**config.mk**
```make
export PLATFORM = sky130hd
export DESIGN_NAME = hazard_controller_flat
export DESIGN_NICKNAME = d
export VERILOG_FILES = /design/src/rtl/hazard_controller_if.sv /design/src/rtl/hazard_controller.sv /design/src/flat_wrapper.sv
export SDC_FILE = /design/constraint.sdc
export NUM_CORES = 1
export LEC_CHECK = 0
export ABC_AREA = 0
export BUFFER_PORTS_ARGS = -buffer_cell sky130_fd_sc_hd__buf_2
export CORE_AREA = 8 8 73 75
export CTS_BUF_LIST = sky130_fd_sc_hd__clkbuf_16
export CTS_CLUSTER_SIZE = 20
export DETAILED_ROUTE_END_ITERATION = 8
export DIE_AREA = 0 0 81 83
export PLACE_DENSITY = 0.79
export SLEW_MARGIN = 25
export SYNTH_ARGS = -nofsm -noshare
export SYNTH_HDL_FRONTEND = slang
export SYNTH_SLANG_ARGS = --single-unit
```
**constraint.sdc**
```tcl
create_clock -name clk_i -period 5.1 [get_ports clk_i]
set_input_delay 0.765 -clock clk_i [delete_from_list [all_inputs] [get_ports clk_i]]
set_output_delay 0.765 -clock clk_i [all_outputs]
set_load 0.01 [all_outputs]
```
**src/rtl/hazard_controller_if.sv**
```systemverilog
// rtl/hazard_controller_if.sv - pipeline-side signal bundle for the hazard controller
interface hazard_controller_if #(
  parameter int STALL_CNT_W = 32
);
  logic [4:0]             id_sel_rs1_i;
  logic [4:0]             id_sel_rs2_i;
  logic                   id_uses_rs1_i;
  logic                   id_uses_rs2_i;
  logic [4:0]             ex_sel_rd_i;
  logic                   ex_reg_write_i;
  logic                   ex_is_load_i;
  logic                   ex_mc_start_i;
  logic                   mc_done_i;
  logic                   ex_redirect_i;
  logic                   mem_req_i;
  logic                   mem_ready_i;
  logic                   perf_clr_i;
  logic                   pc_en_o;
  logic                   if_id_en_o;
  logic                   id_ex_en_o;
  logic                   ex_mem_en_o;
  logic                   mem_wb_en_o;
  logic                   if_id_flush_o;
  logic                   id_ex_flush_o;
  logic                   ex_mem_flush_o;
  logic                   mem_wb_flush_o;
  logic [1:0]             state_o;
  logic [STALL_CNT_W-1:0] stall_cnt_o;

  modport master (
    output id_sel_rs1_i, id_sel_rs2_i, id_uses_rs1_i, id_uses_rs2_i,
           ex_sel_rd_i, ex_reg_write_i, ex_is_load_i, ex_mc_start_i,
           mc_done_i, ex_redirect_i, mem_req_i, mem_ready_i, perf_clr_i,
    input  pc_en_o, if_id_en_o, id_ex_en_o, ex_mem_en_o, mem_wb_en_o,
           if_id_flush_o, id_ex_flush_o, ex_mem_flush_o, mem_wb_flush_o,
           state_o, stall_cnt_o
  );

  modport slave (
    input  id_sel_rs1_i, id_sel_rs2_i, id_uses_rs1_i, id_uses_rs2_i,
           ex_sel_rd_i, ex_reg_write_i, ex_is_load_i, ex_mc_start_i,
           mc_done_i, ex_redirect_i, mem_req_i, mem_ready_i, perf_clr_i,
    output pc_en_o, if_id_en_o, id_ex_en_o, ex_mem_en_o, mem_wb_en_o,
           if_id_flush_o, id_ex_flush_o, ex_mem_flush_o, mem_wb_flush_o,
           state_o, stall_cnt_o
  );
endinterface

```
**src/rtl/hazard_controller.sv**
```systemverilog
// rtl/hazard_controller.sv - 5-stage pipeline stall/flush sequencer
module hazard_controller #(
  parameter int STALL_CNT_W = 32
) (
  input logic            clk_i,
  input logic            rst_ni,
  hazard_controller_if.slave hz
);
  typedef enum logic [1:0] {
    RUN         = 2'd0,
    MC_BUSY     = 2'd1,
    MEM_WAIT    = 2'd2,
    MEM_WAIT_MC = 2'd3
  } state_t;

  localparam logic [STALL_CNT_W-1:0] CNT_ONE = {{(STALL_CNT_W-1){1'b0}}, 1'b1};

  state_t                 state_q, state_d, run_next;
  logic                   rst_done_q;
  logic                   mc_done_q, mc_done_d;
  logic [STALL_CNT_W-1:0] stall_cnt_q;
  logic                   mem_stall, mc_hold, mc_done, load_use, run_like;

  assign mem_stall = hz.mem_req_i & ~hz.mem_ready_i;
  assign mc_done   = hz.mc_done_i | mc_done_q;
  // MEM_WAIT re-evaluates as RUN once memory is ready, so it shares RUN's start term
  assign run_like  = (state_q == RUN) | (state_q == MEM_WAIT);
  assign mc_hold   = (run_like & hz.ex_mc_start_i & ~hz.mc_done_i)
                   | (((state_q == MC_BUSY) | (state_q == MEM_WAIT_MC))
                      & ~hz.mc_done_i & ~mc_done_q);
  assign load_use  = hz.ex_is_load_i & hz.ex_reg_write_i & (hz.ex_sel_rd_i != 5'd0)
                   & ((hz.id_uses_rs1_i & (hz.id_sel_rs1_i == hz.ex_sel_rd_i))
                    | (hz.id_uses_rs2_i & (hz.id_sel_rs2_i == hz.ex_sel_rd_i)));

  always_comb begin
    hz.pc_en_o        = 1'b1;
    hz.if_id_en_o     = 1'b1;
    hz.id_ex_en_o     = 1'b1;
    hz.ex_mem_en_o    = 1'b1;
    hz.mem_wb_en_o    = 1'b1;
    hz.if_id_flush_o  = 1'b0;
    hz.id_ex_flush_o  = 1'b0;
    hz.ex_mem_flush_o = 1'b0;
    hz.mem_wb_flush_o = 1'b0;
    if (!rst_done_q) begin
      hz.pc_en_o     = 1'b0;
      hz.if_id_en_o  = 1'b0;
      hz.id_ex_en_o  = 1'b0;
      hz.ex_mem_en_o = 1'b0;
      hz.mem_wb_en_o = 1'b0;
    end else if (mem_stall) begin
      hz.pc_en_o        = 1'b0;
      hz.if_id_en_o     = 1'b0;
      hz.id_ex_en_o     = 1'b0;
      hz.ex_mem_en_o    = 1'b0;
      hz.mem_wb_flush_o = 1'b1;
    end else if (mc_hold) begin
      hz.pc_en_o        = 1'b0;
      hz.if_id_en_o     = 1'b0;
      hz.id_ex_en_o     = 1'b0;
      hz.ex_mem_flush_o = 1'b1;
    end else if (hz.ex_redirect_i) begin
      // The ID instruction is wrong-path, so a redirect outranks load-use
      hz.if_id_flush_o = 1'b1;
      hz.id_ex_flush_o = 1'b1;
    end else if (load_use) begin
      hz.pc_en_o       = 1'b0;
      hz.if_id_en_o    = 1'b0;
      hz.id_ex_flush_o = 1'b1;
    end
  end

  always_comb begin
    if (mem_stall && mc_hold) run_next = MEM_WAIT_MC;
    else if (mem_stall)       run_next = MEM_WAIT;
    else if (mc_hold)         run_next = MC_BUSY;
    else                      run_next = RUN;

    state_d = state_q;
    unique case (state_q)
      RUN:         state_d = run_next;
      MEM_WAIT:    if (hz.mem_ready_i) state_d = run_next;
      MC_BUSY:     if (mem_stall) state_d = MEM_WAIT_MC;
                   else if (mc_done) state_d = RUN;
      MEM_WAIT_MC: if (hz.mem_ready_i) state_d = mc_done ? RUN : MC_BUSY;
      default:     state_d = RUN;
    endcase

    // Capture a done pulse that lands while memory holds the pipe
    if (state_d == RUN)
      mc_done_d = 1'b0;
    else if (hz.mc_done_i && ((state_q == MEM_WAIT_MC) || (state_d == MEM_WAIT_MC)))
      mc_done_d = 1'b1;
    else
      mc_done_d = mc_done_q;
  end

  always_ff @(posedge clk_i or negedge rst_ni) begin
    if (!rst_ni) begin
      state_q     <= RUN;
      rst_done_q  <= 1'b0;
      mc_done_q   <= 1'b0;
      stall_cnt_q <= '0;
    end else begin
      rst_done_q <= 1'b1;
      if (rst_done_q) begin
        state_q   <= state_d;
        mc_done_q <= mc_done_d;
      end
      if (hz.perf_clr_i)
        stall_cnt_q <= '0;
      else if (rst_done_q && !hz.pc_en_o && !(&stall_cnt_q))
        stall_cnt_q <= stall_cnt_q + CNT_ONE;
    end
  end

  assign hz.state_o     = state_q;
  assign hz.stall_cnt_o = stall_cnt_q;
endmodule

```
**src/flat_wrapper.sv**
```systemverilog
// flat-port wrapper written by rule: the top's interface ports become plain ports
module hazard_controller_flat 
#(
  parameter int STALL_CNT_W = 32
)
  (clk_i, rst_ni, hz_id_sel_rs1_i, hz_id_sel_rs2_i, hz_id_uses_rs1_i, hz_id_uses_rs2_i, hz_ex_sel_rd_i, hz_ex_reg_write_i, hz_ex_is_load_i, hz_ex_mc_start_i, hz_mc_done_i, hz_ex_redirect_i, hz_mem_req_i, hz_mem_ready_i, hz_perf_clr_i, hz_pc_en_o, hz_if_id_en_o, hz_id_ex_en_o, hz_ex_mem_en_o, hz_mem_wb_en_o, hz_if_id_flush_o, hz_id_ex_flush_o, hz_ex_mem_flush_o, hz_mem_wb_flush_o, hz_state_o, hz_stall_cnt_o);
  hazard_controller_if #(.STALL_CNT_W(STALL_CNT_W)) hz_i ();
  input logic clk_i;
  input logic rst_ni;
  input wire logic [$bits(hz_i.id_sel_rs1_i)-1:0] hz_id_sel_rs1_i;
  input wire logic [$bits(hz_i.id_sel_rs2_i)-1:0] hz_id_sel_rs2_i;
  input wire logic [$bits(hz_i.id_uses_rs1_i)-1:0] hz_id_uses_rs1_i;
  input wire logic [$bits(hz_i.id_uses_rs2_i)-1:0] hz_id_uses_rs2_i;
  input wire logic [$bits(hz_i.ex_sel_rd_i)-1:0] hz_ex_sel_rd_i;
  input wire logic [$bits(hz_i.ex_reg_write_i)-1:0] hz_ex_reg_write_i;
  input wire logic [$bits(hz_i.ex_is_load_i)-1:0] hz_ex_is_load_i;
  input wire logic [$bits(hz_i.ex_mc_start_i)-1:0] hz_ex_mc_start_i;
  input wire logic [$bits(hz_i.mc_done_i)-1:0] hz_mc_done_i;
  input wire logic [$bits(hz_i.ex_redirect_i)-1:0] hz_ex_redirect_i;
  input wire logic [$bits(hz_i.mem_req_i)-1:0] hz_mem_req_i;
  input wire logic [$bits(hz_i.mem_ready_i)-1:0] hz_mem_ready_i;
  input wire logic [$bits(hz_i.perf_clr_i)-1:0] hz_perf_clr_i;
  output wire logic [$bits(hz_i.pc_en_o)-1:0] hz_pc_en_o;
  output wire logic [$bits(hz_i.if_id_en_o)-1:0] hz_if_id_en_o;
  output wire logic [$bits(hz_i.id_ex_en_o)-1:0] hz_id_ex_en_o;
  output wire logic [$bits(hz_i.ex_mem_en_o)-1:0] hz_ex_mem_en_o;
  output wire logic [$bits(hz_i.mem_wb_en_o)-1:0] hz_mem_wb_en_o;
  output wire logic [$bits(hz_i.if_id_flush_o)-1:0] hz_if_id_flush_o;
  output wire logic [$bits(hz_i.id_ex_flush_o)-1:0] hz_id_ex_flush_o;
  output wire logic [$bits(hz_i.ex_mem_flush_o)-1:0] hz_ex_mem_flush_o;
  output wire logic [$bits(hz_i.mem_wb_flush_o)-1:0] hz_mem_wb_flush_o;
  output wire logic [$bits(hz_i.state_o)-1:0] hz_state_o;
  output wire logic [$bits(hz_i.stall_cnt_o)-1:0] hz_stall_cnt_o;
  assign hz_i.id_sel_rs1_i = hz_id_sel_rs1_i;
  assign hz_i.id_sel_rs2_i = hz_id_sel_rs2_i;
  assign hz_i.id_uses_rs1_i = hz_id_uses_rs1_i;
  assign hz_i.id_uses_rs2_i = hz_id_uses_rs2_i;
  assign hz_i.ex_sel_rd_i = hz_ex_sel_rd_i;
  assign hz_i.ex_reg_write_i = hz_ex_reg_write_i;
  assign hz_i.ex_is_load_i = hz_ex_is_load_i;
  assign hz_i.ex_mc_start_i = hz_ex_mc_start_i;
  assign hz_i.mc_done_i = hz_mc_done_i;
  assign hz_i.ex_redirect_i = hz_ex_redirect_i;
  assign hz_i.mem_req_i = hz_mem_req_i;
  assign hz_i.mem_ready_i = hz_mem_ready_i;
  assign hz_i.perf_clr_i = hz_perf_clr_i;
  assign hz_pc_en_o = hz_i.pc_en_o;
  assign hz_if_id_en_o = hz_i.if_id_en_o;
  assign hz_id_ex_en_o = hz_i.id_ex_en_o;
  assign hz_ex_mem_en_o = hz_i.ex_mem_en_o;
  assign hz_mem_wb_en_o = hz_i.mem_wb_en_o;
  assign hz_if_id_flush_o = hz_i.if_id_flush_o;
  assign hz_id_ex_flush_o = hz_i.id_ex_flush_o;
  assign hz_ex_mem_flush_o = hz_i.ex_mem_flush_o;
  assign hz_mem_wb_flush_o = hz_i.mem_wb_flush_o;
  assign hz_state_o = hz_i.state_o;
  assign hz_stall_cnt_o = hz_i.stall_cnt_o;
  hazard_controller #(.STALL_CNT_W(STALL_CNT_W)) u_core (.clk_i(clk_i), .rst_ni(rst_ni), .hz(hz_i));
endmodule
```
Word-level counts from Yosys, hierarchy flattened. Cells that the tools add are included.

Bits in registers: 36. Bits in latches: 0. Memory bits (writable): 0. Memory bits (read-only): 0. Memories: 0.

Add/sub/neg operators: 1. Multiply operators: 0. Div/mod/pow operators: 0. Magnitude comparators: 0. Equal/unequal tests: 6. Shift operators: 0. Mux-type cells: 38. Bitwise logic cells: 18. Reduce and logical (&&, ||, !) cells: 14.

Operators by type and width (number): 32-bit 2-to-1 mux (2); 32-bit by 1-bit adder with 32-bit output, second input constant (1); 32-bit AND reduction (1); 1-bit 2-to-1 mux (29); 2-bit 2-to-1 mux (6); 1-bit AND (10); 5-bit == test (2); 2-bit one-hot mux with 4 select lines (1); 2-bit == test, second input constant (3); 1-bit OR (5); 5-bit nonzero test (1); 1-bit logical AND (4); 2-bit zero test (2); 2-bit nonzero test (2); 1-bit inverter (3); 2-bit by 1-bit == test with 1-bit output, second input constant (1); 1-bit zero test (2); 2-bit AND reduction (1); 1-bit logical OR (1).

Depth between registers and ports, before layout. Gate-level depths: netlist of the first run.

Depth in word-level cells: 15. Depth in mapped cells: 10.

Worst setup path before layout of the first run. Ideal clock, no wire load.

Path kind: in2reg. From: input port hz_ex_sel_rd_i[3]. To: register u_core.stall_cnt_q[31], in the netlist u_core.hz.stall_cnt_o[31]. Library setup time: 0.078 ns. Arrival time: 2.762 ns. Path slack: 2.260 ns. Stages on the path: 8. Path buffers: 2. Cell sequence: xor2_1 nor4_4 a222oi_1 buf_6 or4_4 buf_6 or4_1 a21oi_1.

Cells in the longest elaborated chain, start to end: 13.

RTL lines: start, declared (line flat_wrapper.sv:14) `input wire logic [$bits(hz_i.ex_sel_rd_i)-1:0] hz_ex_sel_rd_i;`; 5-bit == test, on equally long branches (line hazard_controller.sv:32, hazard_controller.sv:33); 1-bit AND, on equally long branches (line hazard_controller.sv:32, hazard_controller.sv:33); 1-bit OR (line hazard_controller.sv:33) `| (hz.id_uses_rs2_i & (hz.id_sel_rs2_i == hz.ex_sel_rd_i)));`; 1-bit AND * (line hazard_controller.sv:32) `& ((hz.id_uses_rs1_i & (hz.id_sel_rs1_i == hz.ex_sel_rd_i))`; 1-bit 2-to-1 mux * (line hazard_controller.sv:66) `end else if (load_use) begin`; 1-bit 2-to-1 mux * (line hazard_controller.sv:62) `end else if (hz.ex_redirect_i) begin`; 1-bit 2-to-1 mux * (line hazard_controller.sv:57) `end else if (mc_hold) begin`; 1-bit 2-to-1 mux * (line hazard_controller.sv:51) `end else if (mem_stall) begin`; 1-bit 2-to-1 mux * (line hazard_controller.sv:45) `if (!rst_done_q) begin`; 1-bit zero test * (line hazard_controller.sv:112) `else if (rst_done_q && !hz.pc_en_o && !(&stall_cnt_q))`; 1-bit logical AND * (2 in a row) (line hazard_controller.sv:112); 2-bit nonzero test (no source line) *; end signal, assigned (line hazard_controller.sv:113) `stall_cnt_q <= stall_cnt_q + CNT_ONE;`; end, declared (line hazard_controller.sv:21) `logic [STALL_CNT_W-1:0] stall_cnt_q;`.

Every way passes the cells marked *; elsewhere a longest branch is shown, timed or not. A chain may end at the register's enable or synchronous reset.

Worst setup path after layout of the first run. Same ends and word-level chain as after synthesis.

==> qor.yml, run 1 <==
synthesis:
  yosysSeqAreaShare: 0.4056
  synth-main-ff-cell: "dfrtp_1"
  synth_edf_count: 0
  synth_top_area_cell: "dfrtp_1"
  yosysTopAreaCellShare: 0.4056
  ys_types: 44
  synthCells: 251
  syn_area_um2: 2221
  async_flop_share: 1.000
  synth.most_common_cell: "dfrtp_1"
  syn_area_per_cell_um2: 8.848
  syn_nets: 279
  yosys_warnings: 0
  ys_ff_latch: 36
  synthTopCellsByArea: "dfrtp_1 41%, a21oi_1 5.6%, or4_1 4.4%, o31ai_1 4.1%, xnor2_1 3.9%"
  synth_common_cells: "36 x dfrtp_1, 25 x a21oi_1, 23 x nor2_1, 15 x nand2_1, 14 x nand3_1"
critical_path:
  path_buf_inv: 2
  critPathRequiredTime_ns: 5.30
  max_stage_delay_ns: 0.67
  crit_arrival_ns: 3.15
  r2r-start: "u_core.hz.stall_cnt_o[6]$_DFFE_PN0P_"
  worstPathMaxFanout: 29
  cp-start-kind: "input pin"
  critPathLaunch: "hz_ex_sel_rd_i[3]"
  crit_path_top_delay_cell: "or4_4"
  cp-end-kind: "flip-flop"
  critPathKind: "in -> reg"
  crit_chain: "buf_2, xor2_1, nor4_4, a222oi_1, clkbuf_2, or4_4, or4_1, a21oi_1"
  crit_family: "simple AND/OR/NAND/NOR gates"
detailed_routing:
  viasPerCell: 5.825
  routedWlPerCell_um: 15.72
  ant_nets: 0
  num_vias: 2132
  dr.pass1.iters: 4
  drtIter0Drc: 129
  route.detailed.drc: 0
  wl_mm: 5.754
global_route:
  grt_pass1_vias: 2161
  grt_pass1_wl_mm: 9.660
  grtUsageMet3: 0.05388
  grt_max_degree: 37
  top_usage_layer: "met2"
  grt_overflow: 0
  antenna_found_initial: 0
  use_met1: 0.2072
  grt_usage: 0.1749
  met2_usage: 0.2876
cts:
  cts_tree: "yes"
  ctsHoldBuffers: 0
  insertion_delay_ns: 0.28
  ctsResizeCount: 0
  cts-root-buf: "clkbuf_16"
  cts_buffer_depth: 2
  cts.reportedPaths.clkPinSlew_ns: 0.06
  clock-sinks: 36
  htreeDepth: 2
  post-cts-setup-buffers: 0
  cts_buffers: 5
sta:
  report.final.slew_viol_count: 0
  slew_headroom: 0.4252
  post-route-period-util: 0.5767
  clock_skew_ns: 0.006333
  worstMarginPinSlew_ns: 0.8603
  finalSetupViolations: 0
  fin_crit_ns: 2.941
  rsz0062_at_grt: "false"
  hold_viol: 0
  fin_setup_tns_ns: 0
  fmax_mhz: 340.0
pwr:
  switching_share: 0.2337
  combPwrFrac: 0.107
  p_per_area_nw_per_um2: 262.9
  ir_worst_vdd_mv: 0.1450
  p_sw_uw: 167.1
  power_frac_seq: 0.415
  clkPwrFrac: 0.478
  p_leak_uw: 0.001222
  p_total_uw: 715.0
  internal-power_uw: 547.9
flow_run:
  max-cap-violations: 0
floorplan:
  chipWidth_um: 81
  start_util: 0.5283
  rows: 24
  core-area_um2: 4204
  dieArea_um2: 6723
  die_h_um: 83
  ios: 70
layout:
  antenna_cells: 0
  layout.nets: 341
  layout.cells.non_filler: 366
  syn2layout_area_growth_pct: 22.48
  drive_above_1_share: 0.2707
place:
  place_inst: 357
  portBuffers: 69
  place_congestion: 0.8173
  dp_hpwl_mm: 4.197
hold_path:
  min_from: "u_core.mc_done_q$_DFFE_PN0P_"
  min_path_type: "reg -> reg"
run_status:
  status: "completed"
-- power by group through the flow --
stage	Sequential (uW)	Combinational (uW)	Clock, uW
6_report	297	76.4	342
5_1_grt	298	85.5	357
4_1_cts	297	77.3	347
3_5_place_dp	302	76.4	0
3_3_place_gp	301	74.1	0
2_1_floorplan	302	45.1	0
-- cell families (layout without fill, tap and decap cells) --
kind of cell	count (synthesis)	count (layout)	synth area share
AND/OR/NAND/NOR	114	114	0.2941
AO/OA/AOI/OAI	54	54	0.1476
flip-flops	36	36	0.4056
buffers and inverters	21	84	0.04563
XOR/XNOR	19	19	0.07493
multiplexers	5	5	0.02479
adder cells (fa/ha/maj)	1	1	0.005633
other	1	1	0.001689
-- through the flow --
step | hold slack (ns) | utilization | setup WS, ns | instance area (um2)
after floorplan | 0.4694 | - | 2.260 | 2221
after detailed placement | 0.5417 | 0.6071 | 1.930 | 2552
final | 0.5512 | 0.6470 | 2.159 | 2720
after CTS | 0.5538 | 0.6458 | 2.207 | 2715
after global placement | 0.5078 | 0.6071 | 1.975 | 2552
after global routing | 0.5611 | 0.6470 | 2.034 | 2720
-- flip-flops by register name, indices dropped and copies added, names as in the netlist --
name and flops:
u_core.hz.stall_cnt_o 32, u_core.hz.state_o 2, u_core.mc_done_q 1, u_core.rst_done_q 1
-- worst register-to-register path: stages (launching register included) --
cell and delay [ns]:
dfrtp_1 0.44, nand3_1 0.16, nor3b_1 0.73, nand2_1 0.11, nor4_1 0.65, and4_1 0.29, mux2_2 0.32
-- layer usage --
| layer | wire [um] | share of wire |
|---|---|---|
| met3 | 445 | 0.077 |
| met2 | 2810 | 0.49 |
| met4 | 75 | 0.013 |
| met5 | 0 | 0 |
| met1 | 2423 | 0.42 |
-- final timing paths --
path	slack [ns]	depth (start not counted)	to
min in group asynchronous	0.57	1	u_core.hz.stall_cnt_o[17]$_DFFE_PN0P_
hold reg to reg	0.55	1	u_core.mc_done_q$_DFFE_PN0P_
max in group asynchronous	4.03	1	u_core.hz.stall_cnt_o[1]$_DFFE_PN0P_
setup / recovery	2.16	8	u_core.hz.stall_cnt_o[31]$_DFFE_PN0P_
setup reg to reg	2.29	6	u_core.hz.stall_cnt_o[18]$_DFFE_PN0P_
hold / removal	0.55	1	u_core.mc_done_q$_DFFE_PN0P_
-- layout by cell type (no fill, tap or decap), drive strengths merged, types with 2 or more instances in the layout --
cell    instances
a21oi          25
a22o            2
and2            6
and3            3
and4            3
buf            69
clkbuf          6
clkinv          2
dfrtp          36
inv             6
mux2            4
nand2          15
nand2b          2
nand3          14
nand4           8
nor2           23
nor2b           3
nor3            4
nor4            8
o21ai          10
o31ai          13
or3             7
or4            14
xnor2          10
xor2            9
-- cell type report --
type / instances / area, um2
fillers: 373 / 1484
flip-flops and latches: 36 / 900.9
clock buffers: 5 / 125.1
well taps: 52 / 65.06
clock inverters: 3 / 37.54
repair buffers: 70 / 350.3
inverters: 6 / 22.52
multi-input cells: 194 / 1219
(Power assumes the default switching activity.)
==> run 2: changes to the inputs <==
--- a/config.mk
+++ b/config.mk
@@ -7,12 +7,12 @@
 export LEC_CHECK = 0
 export ABC_AREA = 0
 export BUFFER_PORTS_ARGS = -buffer_cell sky130_fd_sc_hd__buf_2
-export CORE_AREA = 8 8 73 75
+export CORE_AREA = 8 8 75 77
 export CTS_BUF_LIST = sky130_fd_sc_hd__clkbuf_16
 export CTS_CLUSTER_SIZE = 20
 export DETAILED_ROUTE_END_ITERATION = 8
-export DIE_AREA = 0 0 81 83
-export PLACE_DENSITY = 0.79
+export DIE_AREA = 0 0 83 85
+export PLACE_DENSITY = 0.75
 export SLEW_MARGIN = 25
 export SYNTH_ARGS = -nofsm -noshare
 export SYNTH_HDL_FRONTEND = slang
==> constraint.sdc (replaced) <==
create_clock -name clk_i -period 2.8 [get_ports clk_i]
set_input_delay 0.42 -clock clk_i [delete_from_list [all_inputs] [get_ports clk_i]]
set_output_delay 0.42 -clock clk_i [all_outputs]
set_load 0.01 [all_outputs]
==> run 2 against run 1 <==
Compared with the run above:
- register-to-register slack got worse by 2.0 ns
- clock skew decreased by 0.0042 ns
- final cell count increased by 2.5%
- via count increased by 0.94%
- combinational power increased by 86%
- critical path depth decreased by 1
- hold slack got worse by 0.33 ns
- first-iteration DRC count decreased by 17%
- power increased by 68%
==> qor.yml, run 2 (synthesis gave the netlist of run 1 again) <==
sta:
  fin_setup_tns_ns: 0  # unchanged
  fmax_mhz: 398.1
  fin_crit_ns: 2.512
  finalSetupViolations: 0  # unchanged
  clock_skew_ns: 0.002102  # -0.004231 ns
  rsz0062_at_grt: "false"
  slew_headroom: 0.4693  # +0.04408
  post-route-period-util: 0.8971
  hold_slack_ns: 0.2245  # -0.3267 ns
  report.final.slew_viol_count: 0  # unchanged
  worstMarginPinSlew_ns: 0.7961  # -0.06426 ns
  hold_viol: 0  # unchanged
floorplan:
  ios: 70  # unchanged
  core-area_um2: 4536  # +7.9%
  start_util: 0.4897  # -0.03862
  chipWidth_um: 83  # +2.5%
  rows: 25  # +4.2%
  dieArea_um2: 7055  # +4.9%
  die_h_um: 85  # +2.4%
critical_path:
  crit_path_top_delay_cell: "or4_4"
  critPathRequiredTime_ns: 2.99  # -2.31 ns
  cp-start-kind: "flip-flop"
  critPathKind: "reg -> reg"
  cp-end-kind: "flip-flop"
  worstPathMaxFanout: 18  # -38%
  max_stage_delay_ns: 0.54  # -0.13 ns
  crit_family: "simple AND/OR/NAND/NOR gates"
  crit_chain: "and4_1, nand4_1, and4b_1, or4_4, buf_4, or3_1, a21oi_1"
  r2r_slack_ns: 0.29  # -2.00 ns
  crit_arrival_ns: 2.71  # -0.44 ns
  path_buf_inv: 1  # -1
detailed_routing:
  dr.max_layer_used: "met4"
  route.detailed.drc: 0  # unchanged
  viasPerCell: 5.739  # -1.5%
  wl_met3_um: 419  # -5.8%
  wl_mm: 5.801  # +0.82%
  routedWlPerCell_um: 15.47  # -1.6%
  dr.pass1.iters: 4  # unchanged
  ant_nets: 0  # unchanged
  num_vias: 2152  # +0.94%
  drt-met1-wl_mm: 2.506  # +3.4%
  met2_length_mm: 2.794  # -0.57%
  drtIter0Drc: 107  # -17%
layout:
  ff_latch_area_um2: 900.9  # unchanged
  n_fill_cell: 418  # +12%
  antenna_cells: 0  # unchanged
  multiInputGateArea_um2: 1219  # unchanged
  layout.nets: 349  # +2.3%
  final_cell_mix: "69 x buf_2, 36 x dfrtp_1, 25 x a21oi_1, 23 x nor2_1, 15 x nand2_1"
  stdcell_area_um2: 2755  # +1.3%
  final_common_cell: "buf_2"
  largest_reg_flops: 32  # unchanged
  syn2layout_area_growth_pct: 24.06
  drive_above_1_share: 0.2866  # +0.01590
  layout.cells.non_filler: 375  # +2.5%
hold_path:
  min_path_type: "in -> async"
global_route:
  grt_overflow: 0  # unchanged
  grt_pass1_wl_mm: 10.32  # +6.8%
  grt_max_degree: 37  # unchanged
  grt_usage: 0.1694  # -0.005472
  grt_pass1_vias: 2227  # +3.1%
  antenna_found_initial: 0  # unchanged
place:
  dpl-instance-area_um2: 2623  # +2.7%
  place_inst: 368  # +3.1%
  dp_hpwl_mm: 4.266  # +1.6%
  portBuffers: 69  # unchanged
  place_congestion: 0.8153  # -0.24%
cts:
  ctsHoldBuffers: 0  # unchanged
  htreeDepth: 2  # unchanged
  insertion_delay_ns: 0.28  # about the same
  clock-sinks: 36  # unchanged
  cts-root-buf: "clkbuf_16"
  cts_buffer_depth: 2  # unchanged
  post-cts-setup-buffers: 0  # unchanged
  cts_buffers: 5  # unchanged
  cts_tree: "yes"
  cts.reportedPaths.clkPinSlew_ns: 0.05  # about the same
  ctsResizeCount: 0  # unchanged
pwr:
  ir_worst_vdd_mv: 0.3088  # +110%
  p_per_area_nw_per_um2: 435.1  # +66%
  p_leak_uw: 0.001249  # +2.2%
flow_run:
  max-cap-violations: 0  # unchanged
run_status:
  status: "completed"
## run 2: cell count changes in the layout (fill, tap and decap cells not counted), sizes merged
| cell | change |
|---|---|
| clkbuf | -1 |
| buf | +9 |
| bufinv | -1 |
## run 2: worst paths after layout
| check | from | to | depth (start not counted) |
|---|---|---|---|
| setup / recovery | u_core.hz.stall_cnt_o[20]$_DFFE_PN0P_ | u_core.hz.stall_cnt_o[13]$_DFFE_PN0P_ | 7 |
| hold / removal | rst_ni | u_core.hz.stall_cnt_o[18]$_DFFE_PN0P_ | 1 |
| setup reg to reg | u_core.hz.stall_cnt_o[20]$_DFFE_PN0P_ | u_core.hz.stall_cnt_o[13]$_DFFE_PN0P_ | 7 |
| hold reg to reg | u_core.mc_done_q$_DFFE_PN0P_ | u_core.mc_done_q$_DFFE_PN0P_ | 1 |
| max in group asynchronous | rst_ni | u_core.hz.stall_cnt_o[5]$_DFFE_PN0P_ | 1 |
| min in group clk_i | hz_mem_ready_i | u_core.hz.state_o[1]$_DFFE_PN0P_ | 2 |
## run 2: metal layers
metal / global-route usage / vias to the layer above
met2: 0.2850 / 73
met5: 0 / -
li1: - / 1057
met1: 0.1992 / 1014
met3: 0.05460 / 8
met4: 0.05272 / 0
## run 2: final cells by class
class                           instances  area share
Clock buffer                            5     0.04541
Tap cell                               54     0.02452
Inverter                                6    0.008174
Multi-Input combinational cell        194      0.4423
Clock inverter                          2    0.002725
Timing Repair Buffer                   78      0.1499
Sequential cell                        36      0.3270
## run 2: where the power goes
group          leakage (uW)  switching [uW]  internal [uW]
sequential         0.000497            11.4            530
clock             0.0000648             198            318
combinational      0.000687            84.4           57.8
## run 2: per-stage QoR
stage	power (uW)	setup slack [ns]	util
after floorplan	631.4	0.2714	-
after global placement	688.9	0.1869	0.5782
after detailed placement	692.2	0.07210	0.5782
after CTS	1212	0.2971	0.6074
after global routing	1252	0.1507	0.6074
final	1199	0.2881	0.6074
==> run 3: changes to the inputs <==
--- a/config.mk
+++ b/config.mk
@@ -7,11 +7,11 @@
 export LEC_CHECK = 0
 export ABC_AREA = 0
 export BUFFER_PORTS_ARGS = -buffer_cell sky130_fd_sc_hd__buf_2
-export CORE_AREA = 8 8 75 77
+export CORE_AREA = 4 4 71 73
 export CTS_BUF_LIST = sky130_fd_sc_hd__clkbuf_16
 export CTS_CLUSTER_SIZE = 20
 export DETAILED_ROUTE_END_ITERATION = 8
-export DIE_AREA = 0 0 83 85
+export DIE_AREA = 0 0 75 77
 export PLACE_DENSITY = 0.75
 export SLEW_MARGIN = 25
 export SYNTH_ARGS = -nofsm -noshare
==> constraint.sdc (replaced) <==
create_clock -name clk_i -period 2.6 [get_ports clk_i]
set_input_delay 0.39 -clock clk_i [delete_from_list [all_inputs] [get_ports clk_i]]
set_output_delay 0.39 -clock clk_i [all_outputs]
set_load 0.01 [all_outputs]
==> run 3 against run 2 <==
Compared with the run above:
- core utilization up 4.4 points
- flip-flop and latch count unchanged
- clock skew up 0.0018 ns
- critical endpoint is now u_core.hz.stall_cnt_o[25]$_DFFE_PN0P_
- worst setup slack worse by 0.19 ns
==> qor.yml, run 3 (synthesis gave the netlist of run 1 again) <==
sta:
  report.final.slew_viol_count: 0  # unchanged
  worstMarginPinSlew_ns: 0.8292  # +0.03316 ns
  slew_headroom: 0.4472  # -0.02211
  post-route-period-util: 0.9613  # +0.06414
  rsz0062_at_grt: "false"
  fin_ws_ns: 0.1007  # -0.1873 ns
  finalSetupViolations: 0  # unchanged
  fmax_mhz: 400.1  # +0.51%
  fin_crit_ns: 2.499  # -0.01266 ns
  clock_skew_ns: 0.003923  # +0.001821 ns
  hold_viol: 0  # unchanged
critical_path:
  critPathLaunch: "u_core.hz.stall_cnt_o[10]$_DFFE_PN0P_"
  r2r_slack_ns: 0.10  # -0.19 ns
  worstPathMaxFanout: 19  # +1
  crit_chain: "and3_1, nor3b_1, buf_4, and4b_1, or4_4, or4_1, a21oi_1"
  critPathRequiredTime_ns: 2.78  # -0.21 ns
  crit_path_top_delay_cell: "or4_4"
  path_buf_inv: 1  # unchanged
  max_stage_delay_ns: 0.55  # about the same
  critPathKind: "reg -> reg"
  reg2reg_to: "u_core.hz.stall_cnt_o[25]$_DFFE_PN0P_"
  crit_family: "simple AND/OR/NAND/NOR gates"
  r2r_cells: 7  # unchanged
  cp-end-kind: "flip-flop"
  cp-start-kind: "flip-flop"
  crit_arrival_ns: 2.68  # -0.03 ns
  r2r-start: "u_core.hz.stall_cnt_o[10]$_DFFE_PN0P_"
cts:
  cts_tree: "yes"
  cts_buffers: 5  # unchanged
  cts_buffer_depth: 2  # unchanged
  cts-root-buf: "clkbuf_16"
  ctsResizeCount: 0  # unchanged
  post-cts-setup-buffers: 0  # unchanged
  htreeDepth: 2  # unchanged
  clock-sinks: 36  # unchanged
  ctsHoldBuffers: 0  # unchanged
  cts.reportedPaths.clkPinSlew_ns: 0.05  # about the same
  insertion_delay_ns: 0.27  # about the same
detailed_routing:
  viasPerCell: 5.818  # +1.4%
  routedWlPerCell_um: 15.11  # -2.3%
  ant_nets: 0  # unchanged
  dr.pass1.iters: 4  # unchanged
  drtIter0Drc: 169  # +58%
  num_vias: 2234  # +3.8%
  route.detailed.drc: 0  # unchanged
  wl_mm: 5.804  # about the same
global_route:
  grt_pass1_vias: 2080  # -6.6%
  grt_overflow: 0  # unchanged
  grt_pass1_wl_mm: 9.653  # -6.4%
  grt_max_degree: 37  # unchanged
  grt_usage: 0.2106  # +0.04121
  antenna_found_initial: 0  # unchanged
layout:
  final_cell_mix: "69 x buf_2, 36 x dfrtp_1, 25 x a21oi_1, 23 x nor2_1, 20 x buf_4"
  antenna_cells: 0  # unchanged
  final_common_cell: "buf_2"
  stdcell_area_um2: 2835  # +2.9%
  drive_above_1_share: 0.3102  # +0.02364
  syn2layout_area_growth_pct: 27.66
  layout.nets: 360  # +3.2%
  largest_reg_flops: 32  # unchanged
flow_run:
  max-cap-violations: 0  # unchanged
place:
  dpl_worst_slack_ns: -0.02773  # -0.09984 ns
  place_congestion: 0.8017  # -1.7%
  portBuffers: 69  # unchanged
  dp_hpwl_mm: 4.246  # -0.47%
  dpl-instance-area_um2: 2703  # +3.1%
floorplan:
  die_h_um: 77  # -9.4%
  ios: 70  # unchanged
  core-area_um2: 4354  # -4.0%
  chipWidth_um: 75  # -9.6%
  rows: 24  # -4.0%
  dieArea_um2: 5775  # -18%
  start_util: 0.5101  # +0.02040
pwr:
  p_per_area_nw_per_um2: 455.1  # +4.6%
  p_leak_uw: 0.001306  # +4.6%
  ir_worst_vdd_mv: 0.3421  # +11%
run_status:
  status: "completed"
hold_path:
  min_path_type: "in -> async"
-- run 3: changes by cell type in the layout (fill, tap and decap cells not counted), sizes merged --
cell  before  now
buf       78   89
-- run 3: worst register-to-register path, delay by kind of cell, from the launching register on --
kind	cells	cell delay, ns
buffers and inverters	1	0.16
AND/OR/NAND/NOR	5	1.65
flip-flops	1	0.39
AO/OA/AOI/OAI	1	0.20
-- run 3: layout make-up --
cell class / count / area, um2
Fill cell: 373 / 1519
Multi-Input combinational cell: 194 / 1219
Sequential cell: 36 / 900.9
Timing Repair Buffer: 89 / 495.5
Clock buffer: 5 / 125.1
Tap cell: 52 / 65.06
Inverter: 6 / 22.52
Clock inverter: 2 / 7.507
-- run 3: per-stage QoR --
stage,power (uW),utilization,setup TNS (ns),cells,hold WS [ns]
final,1290,0.6511,0,384,0.2163
after global routing,1353,0.6511,0,384,0.2844
after CTS,1305,0.6511,0,384,0.2442
after detailed placement,749.3,0.6207,-0.05024,377,0.5220
after global placement,746.6,0.6207,0,377,0.5124
after floorplan,680.0,-,0,251,0.09441
-- run 3: worst max-delay path by stage --
stage                                                 end  cells past startpoint
floorplan           u_core.hz.stall_cnt_o[31]$_DFFE_PN0P_                      9
global placement     u_core.hz.stall_cnt_o[7]$_DFFE_PN0P_                      8
detailed placement  u_core.hz.stall_cnt_o[31]$_DFFE_PN0P_                      7
CTS                 u_core.hz.stall_cnt_o[25]$_DFFE_PN0P_                      7
global route        u_core.hz.stall_cnt_o[25]$_DFFE_PN0P_                      7
finish              u_core.hz.stall_cnt_o[25]$_DFFE_PN0P_                      7
-- run 3: metal layers --
metal	global-route usage	share of wire	vias up
li1	-	-	1090
met1	0.2848	0.44	1072
met2	0.3406	0.49	70
met3	0.04967	0.070	2
met4	0.04270	0.0043	0
met5	0	0	-
-- run 3: power breakdown --
| part | switching [uW] | internal, uW |
|---|---|---|
| combinational | 90.8 | 65.4 |
| clock | 210 | 342 |
| sequential | 11.7 | 570 |
| total | 312 | 978 |
